**config.mk**
```make
export PLATFORM = sky130hd
export DESIGN_NAME = div_radix4_hs
export DESIGN_NICKNAME = d
export VERILOG_FILES = /design/src/rtl/div_radix4_hs_pkg.sv /design/src/rtl/div_radix4_hs_step.sv /design/src/rtl/div_radix4_hs.sv
export SDC_FILE = /design/constraint.sdc
export NUM_CORES = 1
export LEC_CHECK = 0
export BUFFER_PORTS_ARGS = -buffer_cell sky130_fd_sc_hd__buf_2
export CAP_MARGIN = 25
export CORE_MARGIN = 1.5
export CORE_UTILIZATION = 30
export CTS_BUF_LIST = sky130_fd_sc_hd__clkbuf_4 sky130_fd_sc_hd__clkbuf_8
export DETAILED_ROUTE_END_ITERATION = 10
export PLACE_DENSITY_LB_ADDON = 0.15
export SLEW_MARGIN = 20
export SYNTH_ARGS = -nofsm -noshare
export SYNTH_HDL_FRONTEND = slang
export SYNTH_SLANG_ARGS = --single-unit
```
**constraint.sdc**
```tcl
create_clock -name clk -period 5.56 [get_ports clk]
set_clock_uncertainty 0.2 [all_clocks]
set_input_delay 0.278 -clock clk [delete_from_list [all_inputs] [get_ports clk]]
set_output_delay 0.278 -clock clk [all_outputs]
set_load 0.02 [all_outputs]
```
**src/rtl/div_radix4_hs_pkg.sv**
```systemverilog
// Shared definitions for the radix-4 iterative divider.
//
// Contents:
//   state_t       FSM state encoding (IDLE / BUSY / DONE)
//   DIGIT_0..3    quotient digit encodings produced by one radix-4 step
//   calcIter()    worst-case iteration count for a given operand width
//
// Optional build macro used by the divider top: DIV_EARLY_OUT_EN
package div_pkg;

    typedef enum logic [1:0] {
        ST_IDLE = 2'd0,
        ST_BUSY = 2'd1,
        ST_DONE = 2'd2
    } state_t;

    localparam logic [1:0] DIGIT_0 = 2'd0;
    localparam logic [1:0] DIGIT_1 = 2'd1;
    localparam logic [1:0] DIGIT_2 = 2'd2;
    localparam logic [1:0] DIGIT_3 = 2'd3;

    // Two quotient bits retire per step, so an N-bit quotient needs N/2 steps.
    function automatic int calcIter(input int width);
        return width / 2;
    endfunction

endpackage

```
**src/rtl/div_radix4_hs_step.sv**
```systemverilog
// One radix-4 restoring division step (purely combinational).
//
// Ports:
//   i_x      partial remainder (2*WIDTH bits)
//   i_d1     divisor x1, aligned to the current digit position
//   i_d2     divisor x2, same alignment
//   i_d3     divisor x3, same alignment
//   o_x      partial remainder after subtracting the chosen multiple
//   o_digit  quotient digit (0..3) retired by this step
module div_r4_step
    import div_pkg::*;
#(
    parameter int WIDTH = 32
) (
    input  logic [2*WIDTH-1:0] i_x,
    input  logic [2*WIDTH-1:0] i_d1,
    input  logic [2*WIDTH-1:0] i_d2,
    input  logic [2*WIDTH-1:0] i_d3,
    output logic [2*WIDTH-1:0] o_x,
    output logic [1:0]         o_digit
);

    localparam int XW = 2 * WIDTH;

    logic [XW:0] w_s1;
    logic [XW:0] w_s2;
    logic [XW:0] w_s3;

    // Three trial subtractions with one extra bit so the MSB is the borrow.
    // The largest multiple that still leaves a non-negative remainder wins.
    always_comb begin
        w_s3    = {1'b0, i_x} - {1'b0, i_d3};
        w_s2    = {1'b0, i_x} - {1'b0, i_d2};
        w_s1    = {1'b0, i_x} - {1'b0, i_d1};
        o_x     = i_x;
        o_digit = DIGIT_0;
        if (!w_s3[XW]) begin
            o_x     = w_s3[XW-1:0];
            o_digit = DIGIT_3;
        end else if (!w_s2[XW]) begin
            o_x     = w_s2[XW-1:0];
            o_digit = DIGIT_2;
        end else if (!w_s1[XW]) begin
            o_x     = w_s1[XW-1:0];
            o_digit = DIGIT_1;
        end
    end

endmodule

```
**src/rtl/div_radix4_hs.sv**
```systemverilog
// Iterative radix-4 integer divider with valid/ready handshakes and cancel.
//
// Ports:
//   clk, resetn            clock, synchronous active-low reset
//   in_valid / in_ready    request handshake; sign, a, b sampled on accept
//   cancel                 aborts any operation, discards a pending result
//   out_valid / out_ready  response handshake; q, r, div_by_zero held in DONE
//   busy                   high while iterating
//
// Build option:
//   DIV_EARLY_OUT_EN  when defined, the iteration count is trimmed to the
//                     significant length of |a| (leading-zero count); results
//                     are identical, only latency changes.
module div_radix4_hs
    import div_pkg::*;
#(
    parameter int WIDTH = 32
) (
    input  logic             clk,
    input  logic             resetn,
    input  logic             in_valid,
    output logic             in_ready,
    input  logic             sign,
    input  logic [WIDTH-1:0] a,
    input  logic [WIDTH-1:0] b,
    input  logic             cancel,
    output logic             out_valid,
    input  logic             out_ready,
    output logic [WIDTH-1:0] q,
    output logic [WIDTH-1:0] r,
    output logic             div_by_zero,
    output logic             busy
);

    localparam int ITER  = calcIter(WIDTH);
    localparam int XW    = 2 * WIDTH;
    localparam int CNT_W = $clog2(ITER) + 1;

    state_t           r_state;
    state_t           w_nextState;
    logic             w_accept;
    logic             w_zeroPath;
    logic             w_stepLast;
    logic [WIDTH-1:0] w_aMag;
    logic [WIDTH-1:0] w_bMag;
    logic [XW-1:0]    w_d1Init;
    logic [XW-1:0]    w_stepX;
    logic [1:0]       w_digit;
    logic [CNT_W-1:0] w_lastCnt;

    logic [XW-1:0]    r_x;
    logic [XW-1:0]    r_d1;
    logic [XW-1:0]    r_d2;
    logic [XW-1:0]    r_d3;
    logic [WIDTH-1:0] r_quot;
    logic [CNT_W-1:0] r_cnt;
    logic             r_signQ;
    logic             r_signR;
    logic             r_dbz;

    // Unsigned magnitudes; MIN negates to itself, which reads correctly as
    // 2^(WIDTH-1) in the unsigned datapath.
    always_comb begin
        w_aMag = (sign && a[WIDTH-1]) ? -a : a;
        w_bMag = (sign && b[WIDTH-1]) ? -b : b;
    end

`ifdef DIV_EARLY_OUT_EN
    localparam int LEN_W = $clog2(WIDTH + 1);
    localparam int SH_W  = $clog2(XW);

    logic [LEN_W-1:0] w_bitLen;
    logic [CNT_W-1:0] w_k;
    logic [SH_W-1:0]  w_shamt;
    logic [CNT_W-1:0] r_lastCnt;

    // Leading-zero scan of |a| gives the number of radix-4 digits actually
    // needed; the divisor is aligned to the top of that shorter quotient.
    always_comb begin
        w_bitLen = '0;
        for (int i = 0; i < WIDTH; i++) begin
            if (w_aMag[i]) begin
                w_bitLen = LEN_W'(i + 1);
            end
        end
        w_k        = CNT_W'((int'(w_bitLen) + 1) / 2);
        w_shamt    = (w_k == '0) ? '0 : SH_W'(2 * (int'(w_k) - 1));
        w_d1Init   = {{WIDTH{1'b0}}, w_bMag} << w_shamt;
        w_zeroPath = (b == '0) || (w_k == '0);
        w_lastCnt  = r_lastCnt;
    end
`else
    localparam int FULL_SHIFT = 2 * (ITER - 1);

    // Fixed-length divide: divisor aligned to the top digit of a full quotient.
    always_comb begin
        w_d1Init   = {{WIDTH{1'b0}}, w_bMag} << FULL_SHIFT;
        w_zeroPath = (b == '0);
        w_lastCnt  = CNT_W'(ITER - 1);
    end
`endif

    div_r4_step #(
        .WIDTH (WIDTH)
    ) u_step (
        .i_x     (r_x),
        .i_d1    (r_d1),
        .i_d2    (r_d2),
        .i_d3    (r_d3),
        .o_x     (w_stepX),
        .o_digit (w_digit)
    );

    // Handshake decode and next-state logic. Cancel dominates everything,
    // and a consumed result may be replaced by a new request on the same edge.
    always_comb begin
        w_nextState = r_state;
        in_ready    = (r_state == ST_IDLE) || ((r_state == ST_DONE) && out_ready);
        w_accept    = in_valid && in_ready && !cancel;
        w_stepLast  = (r_cnt == w_lastCnt);
        out_valid   = (r_state == ST_DONE);
        busy        = (r_state == ST_BUSY);
        if (cancel) begin
            w_nextState = ST_IDLE;
        end else begin
            case (r_state)
                ST_IDLE: begin
                    if (w_accept) begin
                        w_nextState = w_zeroPath ? ST_DONE : ST_BUSY;
                    end
                end
                ST_BUSY: begin
                    if (w_stepLast) begin
                        w_nextState = ST_DONE;
                    end
                end
                ST_DONE: begin
                    if (out_ready) begin
                        if (w_accept) begin
                            w_nextState = w_zeroPath ? ST_DONE : ST_BUSY;
                        end else begin
                            w_nextState = ST_IDLE;
                        end
                    end
                end
                default: w_nextState = ST_IDLE;
            endcase
        end
    end

    // State register.
    always_ff @(posedge clk) begin
        if (!resetn) begin
            r_state <= ST_IDLE;
        end else begin
            r_state <= w_nextState;
        end
    end

    // Datapath: load operands on accept, then retire one digit per BUSY cycle.
    // A zero divisor preloads the defined all-ones/raw-dividend result with
    // sign fixup disabled so the DONE outputs come straight from the registers.
    always_ff @(posedge clk) begin
        if (!resetn) begin
            r_x     <= '0;
            r_d1    <= '0;
            r_d2    <= '0;
            r_d3    <= '0;
            r_quot  <= '0;
            r_cnt   <= '0;
            r_signQ <= 1'b0;
            r_signR <= 1'b0;
            r_dbz   <= 1'b0;
`ifdef DIV_EARLY_OUT_EN
            r_lastCnt <= '0;
`endif
        end else if (w_accept) begin
            r_cnt <= '0;
            r_d1  <= w_d1Init;
            r_d2  <= w_d1Init << 1;
            r_d3  <= w_d1Init + (w_d1Init << 1);
`ifdef DIV_EARLY_OUT_EN
            r_lastCnt <= w_k - 1'b1;
`endif
            if (b == '0) begin
                r_x     <= {{WIDTH{1'b0}}, a};
                r_quot  <= '1;
                r_signQ <= 1'b0;
                r_signR <= 1'b0;
                r_dbz   <= 1'b1;
            end else begin
                r_x     <= {{WIDTH{1'b0}}, w_aMag};
                r_quot  <= '0;
                r_signQ <= sign & (a[WIDTH-1] ^ b[WIDTH-1]);
                r_signR <= sign & a[WIDTH-1];
                r_dbz   <= 1'b0;
            end
        end else if ((r_state == ST_BUSY) && !cancel) begin
            r_x    <= w_stepX;
            r_quot <= {r_quot[WIDTH-3:0], w_digit};
            r_d1   <= r_d1 >> 2;
            r_d2   <= r_d2 >> 2;
            r_d3   <= r_d3 >> 2;
            r_cnt  <= r_cnt + 1'b1;
        end
    end

    // Sign fixup: quotient negative when operand signs differ, remainder
    // takes the dividend's sign (truncating division).
    always_comb begin
        q           = r_signQ ? -r_quot : r_quot;
        r           = r_signR ? -r_x[WIDTH-1:0] : r_x[WIDTH-1:0];
        div_by_zero = r_dbz;
    end

endmodule
```
==> results of run 1 <==
## worst reg2reg max path: cells and delay by family, from the launching register on
family	cells	cell delay, ps
fa+ha+maj	1	390
buf+inv	5	1320
compound gates	6	1760
flops	1	650
simple gates	4	770
## through the flow
step,util,std cells
final,0.347,4689
after CTS,0.347,4689
after global routing,0.347,4689
after detailed placement,0.325,4529
after global placement,0.325,4527
after floorplan,-,3463
## cell type report
| class | count | area share |
|---|---|---|
| inverters | 204 | 0.0270 |
| clock buffers | 71 | 0.0317 |
| repair buffers | 266 | 0.0676 |
| well taps | 1070 | 0.0471 |
| multi-input cells | 2832 | 0.658 |
| clock inverters | 13 | 0.00488 |
| flip-flops and latches | 233 | 0.164 |
## cells in the mapped netlist, types with 44 or more instances
master,number,area [sq um]
nand4_1,61,382
clkbuf_1,156,586
a211oi_1,44,330
a31oi_1,73,457
nor2_1,184,691
nand3_1,63,315
a22oi_1,51,383
inv_1,203,762
xor2_1,112,981
nor3_1,51,255
dfxtp_1,233,4660
o21ai_0,213,1070
ha_1,225,2820
xnor2_1,210,1840
a21oi_1,391,1960
o211ai_1,46,345
nand2_1,463,1740
a21o_1,149,1120
## cell families (layout without fill, tap and decap cells)
logic type      after synthesis  count (layout)  synth area share
buf+inv                     398             554            0.0616
mux                           7               7           0.00282
fa+ha+maj                   233             233             0.118
flops                       233             233             0.188
xor+xnor                    325             325             0.116
compound gates             1268            1268             0.328
simple gates                999             999             0.184
## registers in the layout, summed over array words and instances (netlist names)
name and cells:
r_cnt 5, r_d1 32, r_d2 31, r_quot 32, r_d3 64, r_signQ 1, r_state 2, r_x 64
div_by_zero 1, r_signR 1
## worst paths after layout
check	start	endpoint	slack, ps	cells after the start
worst min-delay path	a[28]	r_x[28]	10	4
worst max-delay path	r_x[14]	r_x[14]	360	16
worst min register to register	r_d3[28]	r_d3[26]	250	2
worst max register to register	r_x[14]	r_x[14]	360	16
## repair_timing
item                       in CTS  in global routing
hold endpoints to repair       65                  0
gates resized for setup         0                  1
setup endpoints to repair       0                  1
hold buffers                   76                  0
## power by group through the flow
stage | sequential [uW] | clock [uW] | combinational, uW
4_1_cts | 1890 | 2080 | 5190
6_report | 1890 | 2010 | 5190
2_1_floorplan | 1870 | 0 | 3630
3_5_place_dp | 1930 | 0 | 5110
5_1_grt | 1900 | 2150 | 5680
3_3_place_gp | 1930 | 0 | 5150
## routing by layer
metal,part of all wire,global-route usage,vias up
li1,-,-,12800
met1,0.42,0.260,12000
met2,0.50,0.388,602
met3,0.042,0.0213,173
met4,0.043,0.0908,0
met5,0,0,-
==> flow_summary.yaml, run 1 <==
run_status:
  outcome: "completed"
pwr:
  p_seq_frac: 0.208
  power.density_nw_per_um2: 320
  power_uw: 9100
  worst_ir_drop_vdd_uv: 155
  combinationalPowerShare: 0.571
  p_int_uw: 4940
  switching_share: 0.457
  clkPwrFrac: 0.221
  p_leak_uw: 0.0123
  switching_power_uw: 4160
floorplan:
  io_pins: 138
  dieHeight_um: 291
  die_area_sq_um: 84500
  core_area_sq_um: 82000
  num_rows: 105
  die_x_um: 291
  start_util: 0.303
logic_synthesis:
  ys.flop_type: "dfxtp_1"
  yosysSeqAreaShare: 0.188
  syn_nets: 3762
  syn_inst: 3463
  synth_edf_count: 0
  synth-seq-cells: 233
  synthArstFlopShare: 0
  yosysWarnings: 0
  avgSynthCellArea_sq_um: 7.17
  netlist_area_sq_um: 24800
  netlist-cell-type-count: 96
clock_network:
  cts_tree: "built"
  clk_path_buf_depth: 3
  ctsRootBufferMaster: "clkbuf_8"
  htreeDepth: 2
  post_cts_buffers: 0
  clock_sinks: 233
  clk_pin_slew_ps: 50
  clk-insertion-delay-late_ps: 670
  cts_buffers: 48
timing:
  relSlewSlack: 0.295
  fin_ws_ps: 360
  holdWs_ps: 12.0
  setup_tns_ps: 0
  rsz0062_at_grt: "no"
  finalSetupViolations: 0
  hold_viol: 0
  finalCritPeriodShare: 0.935
  drv_slew: 0
  min_period_ps: 5200
  tightest_slew_ps: 1060
  fmax_mhz: 192
worst_setup_path:
  critPathTopFamily: "compound AO/OA/AOI/OAI gates"
  endpoint_kind: "register"
  worstPathArrival_ps: 5530
  crit_type: "reg2reg"
  slowest_delay_ps: 650
  path_max_fanout: 35
  slowest_stage: "dfxtp_1"
  path_cells: "ha_1 > and2_0 > nor2b_1 > o2111ai_1 > nand3_1 > o21ai_0 > a2111oi_0 > buf_4 > o31ai_4 > inv_1 > buf_4 > o41ai_4 > buf_12 > o21ai_0 > and3_1 > dlygate4sd3_1"
  start_kind: "register"
  cp.buffers_inverters: 5
  cp.required_ps: 5890
run:
  drv_cap: 0
final_layout:
  seq_area_sq_um: 4660
  nets: 3884
  multi_input_area_sq_um: 18700
  layout_common_cells: "nand2_1 (462), a21oi_1 (390), dfxtp_1 (233)"
  final_cell_area_sq_um: 28400
  fillers: 9009
  antenna_cells: 0
  area_growth_pct: 14.5
  drive_gt1_frac: 0.0909
  layout_commonest_cell: "nand2_1"
routing:
  wirelength_um: 94200
  drtIter0Drc: 1564
  first_pass_iters: 5
  detail-route-antenna-nets: 0
  vias_per_cell: 5.47
  post_drt_wl_per_cell_um: 20.1
  drc: 0
  vias: 25600
global_route:
  grt_pass1_vias: 24900
  grt_pass1_wl_um: 145000
  grt_usage: 0.216
  grt_max_degree: 77
  antenna_found_initial: 0
  gr-total-overflow: 0
min_path:
  hold_class: "in2reg"
placed_design:
  port_buffers: 137
  place.detailed.hpwl_um: 73300
  dpl_cell_area_sq_um: 26600
  post-place-ws_ps: 668
  gp_congestion: 0.928
Note: power is estimated with default switching activity, not from simulation.
==> run 2: changes to the inputs <==
--- a/config.mk
+++ b/config.mk
@@ -11,7 +11,6 @@
 export CORE_UTILIZATION = 30
 export CTS_BUF_LIST = sky130_fd_sc_hd__clkbuf_4 sky130_fd_sc_hd__clkbuf_8
 export DETAILED_ROUTE_END_ITERATION = 10
-export PLACE_DENSITY_LB_ADDON = 0.15
 export SLEW_MARGIN = 20
 export SYNTH_ARGS = -nofsm -noshare
 export SYNTH_HDL_FRONTEND = slang
==> run 2 against run 1 <==
Clock power decreased by 8%. Setup slack worse by 100 ps. Wire length down 7.2%. Sequential share of layout area rose by 0.22 points. Register-to-register slack got worse by 100 ps. Design area decreased by 1.3%. First-iteration DRC count grew 19%. Critical path depth grew 2. Worst hold slack better by 35 ps. Combinational power decreased by 2%. Non-clock buffer count decreased by 31. Clock-buffer cell count shrank 9. Largest cell class unchanged. Highest routed layer is now met5.
==> flow_summary.yaml, run 2 (synthesis results as in run 1) <==
floorplan:
  start_util: 0.303
  io_pins: 138
  die_area_sq_um: 84500
  core_area_sq_um: 82000
  dieHeight_um: 291
  num_rows: 105
  die_x_um: 291
global_route:
  antenna_found_initial: 1
  grt_pass1_wl_um: 135000
  grt_pass1_vias: 24300
  gr-total-overflow: 0
  grt_usage: 0.198
  grt_max_degree: 115
run:
  drv_cap: 0
timing:
  tightest_slew_ps: 1020
  relSlewSlack: 0.320
  rsz0062_at_grt: "no"
  drv_slew: 0
  fin_ws_ps: 256
  setup_tns_ps: 0
  finalSetupViolations: 0
  finalCritPeriodShare: 0.954
  hold_viol: 0
  fmax_mhz: 189
  min_period_ps: 5300
clock_network:
  clk-insertion-delay-late_ps: 620
  hold_buffers: 66
  htreeDepth: 2
  clk_pin_slew_ps: 60
  clock_sinks: 233
  cts_buffers: 43
  clk_path_buf_depth: 3
  ctsRootBufferMaster: "clkbuf_8"
  post_cts_buffers: 0
  cts_tree: "built"
  cts_resized: 0
placed_design:
  post-place-ws_ps: 602
  gp_congestion: 0.972
  place.detailed.hpwl_um: 67600
  port_buffers: 137
final_layout:
  layout_common_cells: "nand2_1 (462), a21oi_1 (390), dfxtp_1 (233)"
  layout_commonest_cell: "nand2_1"
  top_regs: "r_d3 (64), r_x (64)"
  nets: 3848
  drive_gt1_frac: 0.0828
  antenna_cells: 0
  area_growth_pct: 13.0
worst_setup_path:
  path_max_fanout: 39
  worstPathArrival_ps: 5600
  endpoint_kind: "register"
  slowest_delay_ps: 550
  cp.required_ps: 5850
  crit_type: "reg2reg"
  path_cells: "inv_1 > ha_1 > inv_1 > fa_1 > a211oi_1 > o211ai_1 > a21oi_1 > nor4_1 > a21boi_1 > buf_4 > o211ai_1 > o21ai_0 > a21oi_1 > o41ai_4 > buf_12 > o21ai_0 > and3_1 > dlygate4sd3_1"
  start_kind: "register"
  slowest_stage: "dlygate4sd3_1"
routing:
  vias: 25900
  first_pass_iters: 7
  drc: 0
  vias_per_cell: 5.58
  post_drt_wl_per_cell_um: 18.8
  drtIter0Drc: 1865
  wirelength_um: 87500
  detail-route-antenna-nets: 0
pwr:
  power_uw: 8840
  worst_ir_drop_vdd_uv: 160
  p_leak_uw: 0.0121
  power.density_nw_per_um2: 315
run_status:
  outcome: "completed"
min_path:
  hold_class: "in2reg"
==> run 2: through the flow <==
| step | area [sq um] | cells | util | hold WS [ps] |
|---|---|---|---|---|
| CTS | 28100 | 4645 | 0.342 | 10.7 |
| finish | 28100 | 4646 | 0.342 | 46.8 |
| detailed placement | 26500 | 4507 | 0.323 | 257 |
| floorplan | 24800 | 3463 | - | 155 |
| global route | 28100 | 4646 | 0.342 | 63.1 |
| global placement | 26400 | 4506 | 0.323 | 254 |
==> run 2: cell type report <==
class | count | area (sq um)
clock buffer | 62 | 816
clock inverter | 10 | 124
fill | 8935 | 53900
inverter | 204 | 767
multi-input combinational | 2832 | 18700
sequential | 233 | 4660
tap | 1070 | 1340
timing repair buffer | 235 | 1650
==> run 2: path summary, 6_finish.rpt <==
kind	slack, ps	endpoint	cells after the start	from
min reg2reg	260	r_d2[21]	2	r_d2[23]
min	50	r_d1[33]	5	b[1]
max reg2reg	260	r_x[14]	18	r_x[0]
max	260	r_x[14]	18	r_x[0]
==> run 2: metal layers <==
metal | track usage | part of all wire | up-vias | wire length, um
met5 | 0 | 0.000080 | - | 7
met4 | 0.0880 | 0.047 | 2 | 4140
met3 | 0.0225 | 0.050 | 189 | 4350
met2 | 0.339 | 0.47 | 745 | 40900
met1 | 0.250 | 0.43 | 12200 | 38000
li1 | - | - | 12800 | -
==> run 2: power by group <==
part / switching (uW) / internal [uW] / total, uW
Clock: 799 / 1040 / 1840
Combinational: 3110 / 1990 / 5100
Sequential: 144 / 1750 / 1900
==> run 2: worst max-delay path: cells and delay by family (launching register included) <==
| kind | cells | cell delay [ps] |
|---|---|---|
| AND/OR/NAND/NOR | 2 | 290 |
| flip-flops | 1 | 330 |
| adder cells (fa/ha/maj) | 2 | 640 |
| AO/OA/AOI/OAI | 9 | 2490 |
| buffers and inverters | 5 | 1190 |
